==> src/rtl/exmem_skid_pipe_reg_pkg.sv <==
// Shared types and helpers for the execute->memory pipeline register.
// Payload structs use the default core widths; the RTL datapath itself packs by parameter.
package exmem_pkg;

  localparam int EXMEM_XLEN    = 32;
  localparam int EXMEM_RADDR_W = 5;
  localparam int EXMEM_RSRC_W  = 2;

  localparam logic [EXMEM_RSRC_W-1:0] RES_ALU = 2'd0;
  localparam logic [EXMEM_RSRC_W-1:0] RES_MEM = 2'd1;
  localparam logic [EXMEM_RSRC_W-1:0] RES_PC4 = 2'd2;

  typedef struct packed {
    logic                    reg_write;
    logic                    mem_write;
    logic [EXMEM_RSRC_W-1:0] result_src;
  } exmem_ctrl_t;

  typedef struct packed {
    logic [EXMEM_XLEN-1:0]    alu_result;
    logic [EXMEM_XLEN-1:0]    wr_data;
    logic [EXMEM_XLEN-1:0]    pc_plus4;
    logic [EXMEM_RADDR_W-1:0] rd_addr;
    exmem_ctrl_t              ctrl;
  } exmem_payload_t;

  function automatic int payload_width(input int xlen, input int raddr_w, input int rsrc_w);
    return 3 * xlen + raddr_w + 2 + rsrc_w;
  endfunction

  function automatic logic [31:0] sat_inc32(input logic [31:0] v, input logic en);
    return (en && (v != 32'hFFFF_FFFF)) ? v + 32'd1 : v;
  endfunction

endpackage

==> src/rtl/exmem_skid_pipe_reg_if.sv <==
// Valid/ready beat carrying one execute->memory payload; master drives valid and payload.
interface exmem_skid_pipe_reg_if #(
  parameter int XLEN    = 32,
  parameter int RADDR_W = 5,
  parameter int RSRC_W  = 2
);
  logic               valid;
  logic               ready;
  logic [XLEN-1:0]    alu_result;
  logic [XLEN-1:0]    wr_data;
  logic [XLEN-1:0]    pc_plus4;
  logic [RADDR_W-1:0] rd_addr;
  logic               reg_write;
  logic               mem_write;
  logic [RSRC_W-1:0]  result_src;

  modport master (
    output valid, alu_result, wr_data, pc_plus4, rd_addr, reg_write, mem_write, result_src,
    input  ready
  );

  modport slave (
    input  valid, alu_result, wr_data, pc_plus4, rd_addr, reg_write, mem_write, result_src,
    output ready
  );
endinterface

==> src/rtl/exmem_skid_pipe_reg_pipe_skid_buf.sv <==
// Generic 2-entry skid buffer (main + skid) with synchronous flush; in_ready comes
// straight from the skid valid flop, so there is no combinational ready path.
module pipe_skid_buf #(
  parameter int W = 8
) (
  input  logic         clk,
  input  logic         rst_n,
  input  logic         flush,
  input  logic         in_valid,
  output logic         in_ready,
  input  logic [W-1:0] in_data,
  output logic         out_valid,
  input  logic         out_ready,
  output logic [W-1:0] out_data
);

  logic         main_valid_r, skid_valid_r;
  logic [W-1:0] main_data_r, skid_data_r;
  logic         acc_s, drn_s;
  logic         main_valid_nxt_s, skid_valid_nxt_s;
  logic         main_load_s, skid_load_s;
  logic [W-1:0] main_data_nxt_s;

  assign in_ready  = !skid_valid_r;
  assign out_valid = main_valid_r;
  assign out_data  = main_data_r;
  assign acc_s     = in_valid & !skid_valid_r;
  assign drn_s     = main_valid_r & out_ready;

  // Main refills from skid first (it is older); only then from the accepted input.
  always_comb begin
    main_valid_nxt_s = main_valid_r;
    skid_valid_nxt_s = skid_valid_r;
    main_load_s      = 1'b0;
    skid_load_s      = 1'b0;
    main_data_nxt_s  = in_data;
    if (flush) begin
      main_valid_nxt_s = 1'b0;
      skid_valid_nxt_s = 1'b0;
    end else if (!main_valid_r || drn_s) begin
      if (skid_valid_r) begin
        main_valid_nxt_s = 1'b1;
        skid_valid_nxt_s = 1'b0;
        main_load_s      = 1'b1;
        main_data_nxt_s  = skid_data_r;
      end else begin
        main_valid_nxt_s = acc_s;
        main_load_s      = acc_s;
        main_data_nxt_s  = in_data;
      end
    end else begin
      skid_valid_nxt_s = skid_valid_r | acc_s;
      skid_load_s      = acc_s;
    end
  end

  // Valid bits
  always_ff @(posedge clk or negedge rst_n) begin
    if (!rst_n) begin
      main_valid_r <= 1'b0;
      skid_valid_r <= 1'b0;
    end else begin
      main_valid_r <= main_valid_nxt_s;
      skid_valid_r <= skid_valid_nxt_s;
    end
  end

  // Payload flops load only when their entry is written
  always_ff @(posedge clk or negedge rst_n) begin
    if (!rst_n) begin
      main_data_r <= '0;
      skid_data_r <= '0;
    end else begin
      if (main_load_s) main_data_r <= main_data_nxt_s;
      if (skid_load_s) skid_data_r <= in_data;
    end
  end

endmodule

==> src/rtl/exmem_skid_pipe_reg.sv <==
// Execute->memory pipeline register with valid/ready skid buffering and flush.
// Define EXMEM_PERF_CNT_EN to add saturating stall_cnt / bubble_cnt outputs.
module exmem_skid_pipe_reg
  import exmem_pkg::*;
#(
  parameter int XLEN    = 32,
  parameter int RADDR_W = 5,
  parameter int RSRC_W  = 2
) (
  input  logic                  clk,
  input  logic                  rst_n,
  input  logic                  flush,
  exmem_skid_pipe_reg_if.slave  in_bus,
  exmem_skid_pipe_reg_if.master out_bus
`ifdef EXMEM_PERF_CNT_EN
  ,
  output logic [31:0]           stall_cnt,
  output logic [31:0]           bubble_cnt
`endif
);

  localparam int PW = payload_width(XLEN, RADDR_W, RSRC_W);

  logic [PW-1:0] in_data_s, out_data_s;
  logic          out_valid_s, in_ready_s;
  logic          reg_write_s, mem_write_s;

  assign in_data_s = {in_bus.alu_result, in_bus.wr_data, in_bus.pc_plus4, in_bus.rd_addr,
                      in_bus.reg_write, in_bus.mem_write, in_bus.result_src};

  pipe_skid_buf #(.W(PW)) u_buf (
    .clk       (clk),
    .rst_n     (rst_n),
    .flush     (flush),
    .in_valid  (in_bus.valid),
    .in_ready  (in_ready_s),
    .in_data   (in_data_s),
    .out_valid (out_valid_s),
    .out_ready (out_bus.ready),
    .out_data  (out_data_s)
  );

  assign in_bus.ready = in_ready_s;
  assign {out_bus.alu_result, out_bus.wr_data, out_bus.pc_plus4, out_bus.rd_addr,
          reg_write_s, mem_write_s, out_bus.result_src} = out_data_s;
  assign out_bus.valid = out_valid_s;
  // A bubble must never write the register file or memory
  assign out_bus.reg_write = reg_write_s & out_valid_s;
  assign out_bus.mem_write = mem_write_s & out_valid_s;

`ifdef EXMEM_PERF_CNT_EN
  // Stall and bubble counters: cleared by flush, saturate instead of wrapping
  always_ff @(posedge clk or negedge rst_n) begin
    if (!rst_n) begin
      stall_cnt  <= 32'd0;
      bubble_cnt <= 32'd0;
    end else if (flush) begin
      stall_cnt  <= 32'd0;
      bubble_cnt <= 32'd0;
    end else begin
      stall_cnt  <= sat_inc32(stall_cnt, out_valid_s & !out_bus.ready);
      bubble_cnt <= sat_inc32(bubble_cnt, !out_valid_s);
    end
  end
`endif

endmodule
==> src/flat_wrapper.sv <==
// flat-port wrapper written by rule: the top's interface ports become plain ports
module exmem_skid_pipe_reg_flat import exmem_pkg::*;
#(
  parameter int XLEN    = 32,
  parameter int RADDR_W = 5,
  parameter int RSRC_W  = 2
)
  (clk, rst_n, flush, in_bus_valid, in_bus_alu_result, in_bus_wr_data, in_bus_pc_plus4, in_bus_rd_addr, in_bus_reg_write, in_bus_mem_write, in_bus_result_src, in_bus_ready, out_bus_valid, out_bus_alu_result, out_bus_wr_data, out_bus_pc_plus4, out_bus_rd_addr, out_bus_reg_write, out_bus_mem_write, out_bus_result_src, out_bus_ready);
  exmem_skid_pipe_reg_if #(.XLEN(XLEN), .RADDR_W(RADDR_W), .RSRC_W(RSRC_W)) in_bus_i ();
  exmem_skid_pipe_reg_if #(.XLEN(XLEN), .RADDR_W(RADDR_W), .RSRC_W(RSRC_W)) out_bus_i ();
  input  logic clk;
  input  logic rst_n;
  input  logic flush;
  input wire logic [$bits(in_bus_i.valid)-1:0] in_bus_valid;
  input wire logic [$bits(in_bus_i.alu_result)-1:0] in_bus_alu_result;
  input wire logic [$bits(in_bus_i.wr_data)-1:0] in_bus_wr_data;
  input wire logic [$bits(in_bus_i.pc_plus4)-1:0] in_bus_pc_plus4;
  input wire logic [$bits(in_bus_i.rd_addr)-1:0] in_bus_rd_addr;
  input wire logic [$bits(in_bus_i.reg_write)-1:0] in_bus_reg_write;
  input wire logic [$bits(in_bus_i.mem_write)-1:0] in_bus_mem_write;
  input wire logic [$bits(in_bus_i.result_src)-1:0] in_bus_result_src;
  output wire logic [$bits(in_bus_i.ready)-1:0] in_bus_ready;
  output wire logic [$bits(out_bus_i.valid)-1:0] out_bus_valid;
  output wire logic [$bits(out_bus_i.alu_result)-1:0] out_bus_alu_result;
  output wire logic [$bits(out_bus_i.wr_data)-1:0] out_bus_wr_data;
  output wire logic [$bits(out_bus_i.pc_plus4)-1:0] out_bus_pc_plus4;
  output wire logic [$bits(out_bus_i.rd_addr)-1:0] out_bus_rd_addr;
  output wire logic [$bits(out_bus_i.reg_write)-1:0] out_bus_reg_write;
  output wire logic [$bits(out_bus_i.mem_write)-1:0] out_bus_mem_write;
  output wire logic [$bits(out_bus_i.result_src)-1:0] out_bus_result_src;
  input wire logic [$bits(out_bus_i.ready)-1:0] out_bus_ready;
  assign in_bus_i.valid = in_bus_valid;
  assign in_bus_i.alu_result = in_bus_alu_result;
  assign in_bus_i.wr_data = in_bus_wr_data;
  assign in_bus_i.pc_plus4 = in_bus_pc_plus4;
  assign in_bus_i.rd_addr = in_bus_rd_addr;
  assign in_bus_i.reg_write = in_bus_reg_write;
  assign in_bus_i.mem_write = in_bus_mem_write;
  assign in_bus_i.result_src = in_bus_result_src;
  assign in_bus_ready = in_bus_i.ready;
  assign out_bus_valid = out_bus_i.valid;
  assign out_bus_alu_result = out_bus_i.alu_result;
  assign out_bus_wr_data = out_bus_i.wr_data;
  assign out_bus_pc_plus4 = out_bus_i.pc_plus4;
  assign out_bus_rd_addr = out_bus_i.rd_addr;
  assign out_bus_reg_write = out_bus_i.reg_write;
  assign out_bus_mem_write = out_bus_i.mem_write;
  assign out_bus_result_src = out_bus_i.result_src;
  assign out_bus_i.ready = out_bus_ready;
  exmem_skid_pipe_reg #(.XLEN(XLEN), .RADDR_W(RADDR_W), .RSRC_W(RSRC_W)) u_core (.clk(clk), .rst_n(rst_n), .flush(flush), .in_bus(in_bus_i), .out_bus(out_bus_i));
endmodule
==> config.mk <==
export PLATFORM = sky130hd
export DESIGN_NAME = exmem_skid_pipe_reg_flat
export DESIGN_NICKNAME = d
export VERILOG_FILES = /design/src/rtl/exmem_skid_pipe_reg_pkg.sv /design/src/rtl/exmem_skid_pipe_reg_if.sv /design/src/rtl/exmem_skid_pipe_reg_pipe_skid_buf.sv /design/src/rtl/exmem_skid_pipe_reg.sv /design/src/flat_wrapper.sv
export SDC_FILE = /design/constraint.sdc
export NUM_CORES = 1
export LEC_CHECK = 0
export BUFFER_PORTS_ARGS = -buffer_cell sky130_fd_sc_hd__buf_2
export CORE_MARGIN = 2
export CORE_UTILIZATION = 59
export CTS_CLUSTER_DIAMETER = 100
export DETAILED_ROUTE_END_ITERATION = 16
export PLACE_DENSITY = 0.95
export SLEW_MARGIN = 20
export SYNTH_ARGS = -nofsm -noshare
export SYNTH_HDL_FRONTEND = slang
export SYNTH_SLANG_ARGS = --single-unit
==> constraint.sdc <==
create_clock -name clk -period 5.2 [get_ports clk]
set_clock_uncertainty 0.1 [all_clocks]
set_input_delay 0.52 -clock clk [delete_from_list [all_inputs] [get_ports clk]]
set_output_delay 0.52 -clock clk [all_outputs]
set_load 0.02 [all_outputs]
* Word-level counts from Yosys, hierarchy flattened
Index checks and enable logic that the tools add are counted.
** Word-level totals
- Input port bits :: 110
- Word-level logic and storage cells :: 25
- Flip-flop bits (word level) :: 212
** Cells by class
- Bitwise operators :: 5
- Reduce and logical (&&, ||, !) cells :: 4
- Muxes and demuxes :: 12
** Operators with widths (number)
- 105-bit two-way mux :: 3
- 1-bit two-way mux :: 9
- 1-bit AND :: 4
- 1-bit logical NOT :: 2
- 2-bit nonzero test :: 1
- 1-bit logical OR :: 1
- 1-bit OR :: 1

* Logic depth before layout (Yosys ltp)
- Depth after elaboration :: 5
- Depth in mapped cells :: 7
- Mapped depth without buffers :: 3

* Modules after synthesis
From an unflattened synthesis, not the netlist that was laid out.
** Second synthesis, totals
- Cells, all modules :: 596
- Area total of the unflattened synthesis :: 8585.7 um^2
** Modules (own cells, without submodules)
- pipe_skid_buf :: area an instance 8573.2 um^2, instances 1, cells an instance 594
- exmem_skid_pipe_reg :: area an instance 12.5 um^2, instances 1, cells an instance 2

* Worst setup path after synthesis
Ideal clock, no wire load.
- Kind :: in2reg
- Start :: in in_bus_valid
- End :: reg u_core.u_buf.skid_data_r[100]
- Path slack :: 3.346 ns
- Data required time :: 4.975 ns
- Arrival :: 1.629 ns
- Path buffers :: 4
- Stages :: 7
- Cells stage by stage :: nor2b_1 -> buf_2 -> and3_4 -> buf_6 -> buf_6 -> buf_8 -> mux2_4
** On the way
- Word-level cells in the longest chain between the ends :: 3
** Ends and longest elaborated chain
- from (decl) :: RTL line flat_wrapper.sv:14 : input wire logic [$bits(in_bus_i.valid)-1:0] in_bus_valid;
- 1-bit AND :: RTL line exmem_skid_pipe_reg_pipe_skid_buf.sv:27 : assign acc_s = in_valid & !skid_valid_r;
- 1-bit two-way mux :: RTL line exmem_skid_pipe_reg_pipe_skid_buf.sv:40 : end else if (!main_valid_r || drn_s) begin
- 1-bit two-way mux :: RTL line exmem_skid_pipe_reg_pipe_skid_buf.sv:37 : if (flush) begin
- to (signal assigned) :: RTL line exmem_skid_pipe_reg_pipe_skid_buf.sv:75 : if (skid_load_s) skid_data_r <= in_data;
- to (decl) :: RTL line exmem_skid_pipe_reg_pipe_skid_buf.sv:18 : logic [W-1:0] main_data_r, skid_data_r;
Every way passes these cells.
A chain may end at the register's enable or synchronous reset.

* Worst setup path in the final report
- Start :: reg u_core.u_buf.skid_valid_r
- End :: reg u_core.u_buf.skid_data_r[49]
** On the way
- Word-level cells in the longest chain between the ends :: 4
** Ends and longest elaborated chain
- from (decl) :: RTL line exmem_skid_pipe_reg_pipe_skid_buf.sv:17 : logic main_valid_r, skid_valid_r;
- from (signal assigned) :: RTL line exmem_skid_pipe_reg_pipe_skid_buf.sv:64 : skid_valid_r <= skid_valid_nxt_s;
- 1-bit logical NOT :: RTL line exmem_skid_pipe_reg_pipe_skid_buf.sv:27
- 1-bit AND :: RTL line exmem_skid_pipe_reg_pipe_skid_buf.sv:27
- 1-bit two-way mux :: RTL line exmem_skid_pipe_reg_pipe_skid_buf.sv:40
- 1-bit two-way mux :: RTL line exmem_skid_pipe_reg_pipe_skid_buf.sv:37
Every way passes these cells.

==> flow_summary.toml <==
[outcome]
status = "complete, no violations"

[global_routing]
grt_pass1_vias = 7674
grt-ovfl-total = 0
grt_max_degree = 133
antenna_found_initial = 1
grt.total_usage = 0.2548
grt_pass1_wl_mm = 40.62

[sta]
rsz0062_at_grt = "no"
fmax_mhz = 369.7
setup_viol = 0
max_slew_margin = 0.4129
fin_crit_sh = 0.5201
setup_tns_ns = 0
hold_viol_final = 0
drv_slew = 0
tightest_slew_ns = 0.8806
period_needed_ns = 2.705

[drt]
met1_length_mm = 10.32
drt_drc_violations_left = 0
via_per_inst = 6.612
routed_wl_mm = 25.39
route.met2.wl_mm = 12.08
vias = 7538
highest_layer = "met5"
wl_met3_mm = 2.281
drt_iter0_markers = 619
drt_pass1_iterations = 5
drtAntennaViolNets = 0
wl_per_cell_um = 22.27

[yosys]
synthTopCellsByCount = "212 x dfrtp_1, 105 x a221o_1, 105 x buf_4"
synth_area_leaders = "dfrtp_1 50%, a221o_1 9.8%, a32o_1 9.6%, buf_4 7.4%, mux2_4 7.0%"
async_reset_ff_frac = 1.000
syn_nets = 939
syn_avg_cell_area_um2 = 12.91
synth_seq_area_share = 0.4956
syn-cell-area_um2 = 10710
synth-edff-count = 0
synth_top_area_share = 0.4956
synth_most_common_cell = "dfrtp_1"
synth.distinct_cells = 25
synthCells = 829
ys_ff_latch = 212
synthFlopType = "dfrtp_1"
ys_warn_count = 0
synth_area_leader_cell = "dfrtp_1"

[worst_setup_path]
cpPeakStageDelay_ns = 0.71
worstSetupStartpointType = "flip-flop"
slowest_stage = "and3_4"
critical_path.max_fanout = 54
path_buf_inv = 2
crit_type = "flip-flop to flip-flop"
end_kind = "flip-flop"
critical_path.top_delay_family = "simple AND/OR/NAND/NOR gates"
arrival_ns = 2.98
crit_chain = "inv_2, and3_4, buf_12, mux2_2"
rrSetupSlack_ns = 2.50
cp.required_ns = 5.48

[cells_and_area]
drive_gt1_frac = 0.4127
utilization = 0.6587
diodes = 0
fin_cells = 1140
stdcell_area_um2 = 11790
area_growth_pct = 10.16
nets = 1008

[clock_tree]
cts_root_buf = "clkbuf_16"
cts_tree = "built"
cts_buffers = 23
post_cts_buffers = 0
clkSinkCount = 212
h-tree-depth = 1
clock_path_buffers = 3
clkTransAtPathRegs_ns = 0.06
clk-insertion-delay-late_ns = 0.51

[pwr]
power.density_nw_per_um2 = 431.3
peakVddDrop_uv = 283.8
p_leak_uw = 0.005259

[floorplanning]
core_area_um2 = 17900
die_x_um = 138.7
start_util = 0.5980
pin_count = 217
dieHeight_um = 138.7
floorplan.rows = 49
die_area_um2 = 19240

[place]
placed_area_um2 = 11040
dpl.cell_count = 1101
gp_congestion = 0.7281
dp_hpwl_mm = 14.92
port_buffers = 216

[job]
maxCapViolCount = 0

[min_path]
min_path_type = "input pin to flip-flop"
==> per-layer routing <==
metal  vias up  global-route usage
met5         -                   0
met4         2             0.07815
met3        61             0.05318
met2       416              0.4112
met1      3838              0.3510
li1       3221                   -
==> kinds of logic (layout without fill, tap and decap cells) <==
group,after synthesis,in the layout,synth area share
compound gates,211,211,0.1968
mux,105,105,0.1280
buf+inv,186,268,0.1117
simple gates,115,115,0.06790
flops,212,212,0.4956
==> cell usage in the layout (no fill, tap or decap), drive strengths merged <==
cell and count:
nand2 1, dlygate4sd3 1, nor2b 104, clkinv 5
nor3 2, bufinv 1, inv 2, a41o 2
and3 1, a21oi 1, and2 2, a221o 105
nor2 1, and3b 1, mux2 105, clkbuf 33
nor3b 2, dfrtp 212, nand2b 1, buf 226
a32o 103
==> worst register-to-register path, stage by stage, from the launching register on <==
cell and delay (ns):
dfrtp_4 0.68, inv_2 0.21, and3_4 0.71, buf_12 0.44
mux2_2 0.44
==> flip-flops by register name, summed over array words and instances, names as in the netlist <==
name                       flops
u_core.u_buf.out_data        105
u_core.u_buf.out_valid         1
u_core.u_buf.skid_data_r     105
u_core.u_buf.skid_valid_r      1
==> final timing paths <==
| path | startpoint | end | cells past startpoint |
|---|---|---|---|
| min reg2reg | u_core.u_buf.skid_data_r[0] | u_core.u_buf.out_data[0] | 1 |
| max in group asynchronous | rst_n | u_core.u_buf.out_data[28] | 3 |
| min in group asynchronous | rst_n | u_core.u_buf.skid_data_r[84] | 2 |
| min | in_bus_alu_result[16] | u_core.u_buf.skid_data_r[89] | 2 |
| max | u_core.u_buf.skid_valid_r | u_core.u_buf.skid_data_r[49] | 4 |
| max reg2reg | u_core.u_buf.skid_valid_r | u_core.u_buf.skid_data_r[49] | 4 |
==> what timing repair did <==
item	in CTS	in global routing
setup endpoints to repair	0	0
gates resized for setup	0	0
hold buffers	1	0
endpoints found under the hold margin	80	0
==> power by group <==
group / internal, uW / total [uW] / leakage, uW / switching [uW]
Sequential: 2030 / 2310 / 0.00251 / 283
Clock: 953 / 1600 / 0.000370 / 644
Combinational: 598 / 1170 / 0.00238 / 576
==> area by class of cell <==
class / instances / area (um2)
fillers: 1270 / 6110
repair buffers: 228 / 1211
flip-flops and latches: 212 / 5309
clock inverters: 6 / 58.81
well taps: 229 / 286.5
multi-input cells: 431 / 4240
inverters: 2 / 7.507
clock buffers: 32 / 679.4
==> stage by stage <==
stage | hold WS [ns] | setup WS [ns] | power [uW]
2_1_floorplan | 0.1244 | 3.346 | 3306
3_3_place_gp | 0.3813 | 2.480 | 3422
3_5_place_dp | 0.3886 | 2.468 | 3498
4_1_cts | 0.1369 | 2.495 | 5113
5_1_grt | 0.1416 | 2.402 | 5303
6_report | 0.1503 | 2.495 | 5086
No activity file was read; power rests on OpenSTA's default activity.
